`src/rtl/grasshopper_round_ctrl.sv`:
```
// grasshopper_round_ctrl: Kuznyechik ten-round sequencer; decrypt path compiled in by GRASSHOPPER_DECRYPT_EN
module grasshopper_round_ctrl #(
   parameter int NROUNDS = 10
) (
   input  logic         clk,
   input  logic         rst,
   input  logic         in_valid_i,
   output logic         in_ready_o,
   input  logic [127:0] in_data_i,
`ifdef GRASSHOPPER_DECRYPT_EN
   input  logic         mode_i,
`endif
   output logic         out_valid_o,
   input  logic         out_ready_i,
   output logic [127:0] out_data_o,
   output logic [3:0]   key_idx_o,
   input  logic [127:0] key_i,
   output logic [127:0] dp_state_o,
   output logic [127:0] dp_key_o,
   output logic         dp_inv_o,
   input  logic [127:0] dp_result_i,
   output logic         busy_o
);
   localparam logic [3:0] LAST_KEY = 4'(NROUNDS - 1);
   localparam logic [3:0] LAST_RC  = 4'(NROUNDS - 2);

   typedef enum logic [2:0] {
      IDLE,
`ifdef GRASSHOPPER_DECRYPT_EN
      PRE,
`endif
      ROUND,
      FINAL,
      DONE
   } fsm_t;

   fsm_t         r_fsm;
   logic [127:0] r_state;
   logic [3:0]   r_rc;
   logic         w_keyxor;

`ifdef GRASSHOPPER_DECRYPT_EN
   logic r_mode;
   assign dp_inv_o = r_mode;
   assign w_keyxor = (r_fsm == FINAL) || (r_fsm == PRE);
`else
   assign dp_inv_o = 1'b0;
   assign w_keyxor = (r_fsm == FINAL);
`endif

   assign in_ready_o  = (r_fsm == IDLE);
   assign out_valid_o = (r_fsm == DONE);
   assign busy_o      = (r_fsm != IDLE);
   assign out_data_o  = r_state;
   assign dp_state_o  = r_state;
   assign dp_key_o    = key_i;
   assign key_idx_o   = (r_fsm == ROUND) ? r_rc : w_keyxor ? LAST_KEY : 4'd0;

   // Block sequencing: load, optional pre-whitening, nine datapath rounds, final whitening, hold result
   always_ff @(posedge clk) begin
      if (!rst) begin
         r_fsm   <= IDLE;
         r_state <= '0;
         r_rc    <= '0;
`ifdef GRASSHOPPER_DECRYPT_EN
         r_mode  <= 1'b0;
`endif
      end else begin
         case (r_fsm)
            IDLE: if (in_valid_i) begin
               r_state <= in_data_i;
               r_rc    <= '0;
`ifdef GRASSHOPPER_DECRYPT_EN
               r_mode  <= mode_i;
               r_fsm   <= mode_i ? PRE : ROUND;
`else
               r_fsm   <= ROUND;
`endif
            end
`ifdef GRASSHOPPER_DECRYPT_EN
            PRE: begin
               r_state <= r_state ^ key_i;
               r_rc    <= LAST_RC;
               r_fsm   <= ROUND;
            end
`endif
            ROUND: begin
               r_state <= dp_result_i;
`ifdef GRASSHOPPER_DECRYPT_EN
               if (r_mode) begin
                  r_rc <= r_rc - 4'd1;
                  if (r_rc == 4'd0) r_fsm <= DONE;
               end else
`endif
               begin
                  r_rc <= r_rc + 4'd1;
                  if (r_rc == LAST_RC) r_fsm <= FINAL;
               end
            end
            FINAL: begin
               r_state <= r_state ^ key_i;
               r_fsm   <= DONE;
            end
            DONE: begin
               r_rc <= '0;
               if (out_ready_i) r_fsm <= IDLE;
            end
            default: r_fsm <= IDLE;
         endcase
      end
   end
endmodule

```
`config.mk`:
```
export PLATFORM = sky130hd
export DESIGN_NAME = grasshopper_round_ctrl
export DESIGN_NICKNAME = d
export VERILOG_FILES = /design/src/rtl/grasshopper_round_ctrl.sv
export SDC_FILE = /design/constraint.sdc
export NUM_CORES = 1
export LEC_CHECK = 0
export CORE_AREA = 2 2 300 302
export CTS_CLUSTER_DIAMETER = 150
export DETAILED_ROUTE_END_ITERATION = 6
export DIE_AREA = 0 0 302 304
export GPL_TIMING_DRIVEN = 1
export PLACE_DENSITY = 0.41
export SYNTH_ARGS = -nofsm -noshare
export SYNTH_HDL_FRONTEND = slang
export SYNTH_SLANG_ARGS = --single-unit
```
`constraint.sdc`:
```
create_clock -name clk -period 1.6 [get_ports clk]
set_input_delay 0.16 -clock clk [delete_from_list [all_inputs] [get_ports clk]]
set_output_delay 0.16 -clock clk [all_outputs]
set_load 0.01 [all_outputs]
```
==> summary.txt, run 1 <==
Yosys
  • Library cells used by synthesis: 33
  • Synth Area in Simple Gates: 24.8%
  • Largest family of logic cells by synthesized area: simple AND/OR/NAND/NOR gates
  • Most common flop cell mapped by yosys: dfxtp_1
  • Synth cell count leaders: 272 x buf_4, 134 x dfxtp_1, 129 x nor2_1
  • Yosys top cell area share: 24.6%
  • Syn nets: 1575
  • Synthesis warning total: 0
  • Sequential-to-total area share from yosys stat: 24.6%
  • Post-synthesis compound-gate area fraction: 16.7%
  • Adder-Cell Fraction of Synth Area: 0.689%
  • Post-Syn Area: 10900 µm²
  • Post-Synth XOR/XNOR Area: 10.3%
  • Synth area leader: dfxtp_1
  • Asr flop ratio synth: 0%
  • Post-synth EDFFs: 0
  • Post-synthesis area per instance: 9.23 µm²
  • Mux contribution to synthesized area: 0%
  • Synth area leaders: dfxtp_1 25%, buf_4 19%, a221oi_2 14%, nor4_2 11%, xor2_1 10%
  • Synth Instances: 1181
  • Most common cell in the netlist: buf_4
  • Seq cells post-synth: 134

Power
  • Static Leak: 10.4 nW
  • Maximum vdd drop: 0.730 mV
  • Pwr/cell area: 1880 nW/µm²

Status
  • Violated checks: setup timing
  • Status: complete, but fails checks

Worst hold path
  • Hold endpoint: dp_state_o[99]
  • Hold path cells: 3
  • Hold_sp: in_data_i[99]
  • Type of the most critical hold path: input pin to register

Clock network
  • CTS Buffer Depth: 2
  • # H-tree levels: 4
  • Clock slew at reported path FFs: 0.07 ns
  • Root buf cell: clkbuf_16
  • Skew-Pair Late Insertion Delay: 0.46 ns
  • CTS tree: done
  • Sink Count: 134
  • CTS hold repair buffers: 0
  • Total CTS buffers: 17

Critical path
  • CP Class: register to register
  • Reg2reg end: dp_state_o[17]
  • Worst endpoint required time: 1.93 ns
  • CP Capture Type: register
  • R2r startpoint: r_fsm[0]
  • Worst Setup SP: r_fsm[0]
  • Register-to-Register Setup Slack: -0.14 ns
  • Critical Path AT: 2.06 ns
  • Setup crit start kind: register
  • Reg2reg path depth: 7
  • Worst-path fanout max: 17

Drt
  • Vias per cell: 3.83
  • Drt pass-1 iters: 4
  • Wirelength per Cell: 20.9 µm
  • 1st-iter DRT viols: 348
  • Vias: 11473
  • DRT antenna net count: 0
  • Remaining DRCs: 0
  • DRT Wirelength: 62.7 mm

Floorplan
  • # IOs: 780
  • Die span in x: 302 µm
  • Die area: 91800 µm²
  • Initial Util: 12.2%
  • Height of the die: 304 µm
  • # rows: 110
  • Core area: 89000 µm²

Cells and area
  • Final Cell Area: 22400 µm²
  • Proportion of layout cells with a drive suffix above 1: 35.7%
  • Area grow syn2layout: 105%
  • Fill cells: 9441
  • Fin nets: 2196
  • Post-layout util: 25.1%

STA
  • Final setup margin: -0.135 ns
  • Min cycle time layout: 1.74 ns
  • Top achievable clock speed: 576 MHz
  • RSZ-0062 raised after global routing: true
  • Final setup fails: 132
  • Clock skew: 0.0117 ns
  • Fin. Hold Viols: 0
  • Hold slack: 0.361 ns
  • Max Transition Viols Final: 0
  • Fin crit share: 108%

Global route
  • Vias in the first global route: 12495
  • Global-route wire length before repair: 87.0 mm
  • Initial antenna violation count: 1
  • Largest net degree at the start of global routing: 47
  • Total Routing Usage GR: 12.9%
  • Total gr overflow: 0

Placement
  • # port buffers: 778
  • Post-placement cell area: 19000 µm²
  • GP Congestion: 0.786
  • Worst slack at placement: -0.256 ns
  • DPL Wire Length: 44.2 mm

Flow run
  • Max-cap violations: 0
per-stage QoR:
stage                     power, mW  TNS [ns]  instances
after detailed placement       32.3    -21.19       2906
after global placement         32.2    -17.85       2906
after global routing           44.6    -18.59       2991
final                          42.1    -10.42       2993
after floorplan                21.0         0       1181
after CTS                      41.0    -23.99       2980
timing repair:
action,4_1_cts,5_1_grt
cloned,13,8
pin swaps,49,39
resized for setup,327,307
endpoints found under the setup margin,396,311
buffers inserted,30,6
how the worst max path moves through the flow:
stage                     end  slack (ns)  cells after the start
5_1_grt        dp_state_o[34]       -0.20                      8
4_1_cts        dp_state_o[66]       -0.16                      8
2_1_floorplan  dp_state_o[43]        0.05                      7
3_3_place_gp   dp_state_o[90]       -0.27                      6
3_5_place_dp   dp_state_o[90]       -0.26                      6
6_report       dp_state_o[17]       -0.14                      7
critical path, cell delays in order, from the launching register on:
cell and delay [ns]:
dfxtp_4 0.39, inv_4 0.05, ha_4 0.29, nand3b_4 0.16, buf_12 0.20, buf_4 0.18, a221oi_2 0.21, nor4_2 0.08
registers in the layout (all words and copies together), names as in the netlist:
name	flops
dp_state_o	128
r_fsm	2
r_rc	4
report_power, final:
part / leakage [nW] / internal (mW) / total, mW / switching (mW)
logic: 8.93 / 14.9 / 29.7 / 14.8
clock network: 0.304 / 2.65 / 4.48 / 1.83
registers: 1.15 / 5.40 / 7.88 / 2.48
total: 10.4 / 22.9 / 42.1 / 19.2
metal layers:
| metal | up-vias | routed length (µm) | track usage (%) |
|---|---|---|---|
| li1 | 5318 | - | - |
| met1 | 5654 | 25700 | 15.2 |
| met2 | 458 | 32600 | 23.5 |
| met3 | 43 | 3330 | 2.66 |
| met4 | 0 | 1040 | 2.83 |
| met5 | - | 0 | 0 |
area by class of cell:
type | count | area (µm²) | area share, %
timing repair buffer | 959 | 10400 | 46.7
antenna | 2 | 5.00 | 0.0224
inverter | 8 | 42.5 | 0.190
multi-input combinational | 682 | 6930 | 31.0
tap | 1176 | 1470 | 6.58
clock buffer | 20 | 447 | 2.00
clock inverter | 12 | 178 | 0.795
sequential | 134 | 2850 | 12.7
placed cells by master (no fill, tap or decap), drive strengths merged, types with 7 or more instances in the layout:
cell type	Yosys	routed
buf	339	179
nor3	128	128
nand3	7	7
clkbuf	18	27
a221oi	129	129
dfxtp	134	134
xor2	128	128
nor2	130	130
dlygate4sd2	0	85
clkinv	0	7
inv	8	8
nor4	128	128
dlymetal6s2s	0	140
clkdlybuf4s50	0	545
cell families (layout without fill, tap and decap cells):
family	count (synthesis)	after routing
and+or+nand+nor	407	407
adders and majority gates	6	6
AOI/OAI and AO/OA	140	140
DFF	134	134
buffers and inverters	365	999
xor gates and xnor gates	128	128
other	1	3
Note: power is estimated with default switching activity, not from simulation.
==> run 2: changes to the inputs <==
--- a/config.mk
+++ b/config.mk
@@ -6,7 +6,7 @@
 export NUM_CORES = 1
 export LEC_CHECK = 0
 export CORE_AREA = 2 2 300 302
-export CTS_CLUSTER_DIAMETER = 150
+export CTS_CLUSTER_DIAMETER = 50
 export DETAILED_ROUTE_END_ITERATION = 6
 export DIE_AREA = 0 0 302 304
 export GPL_TIMING_DRIVEN = 1
==> results of run 2 <==
No change in the layout: final DEF, timing and power equal those of run 1.
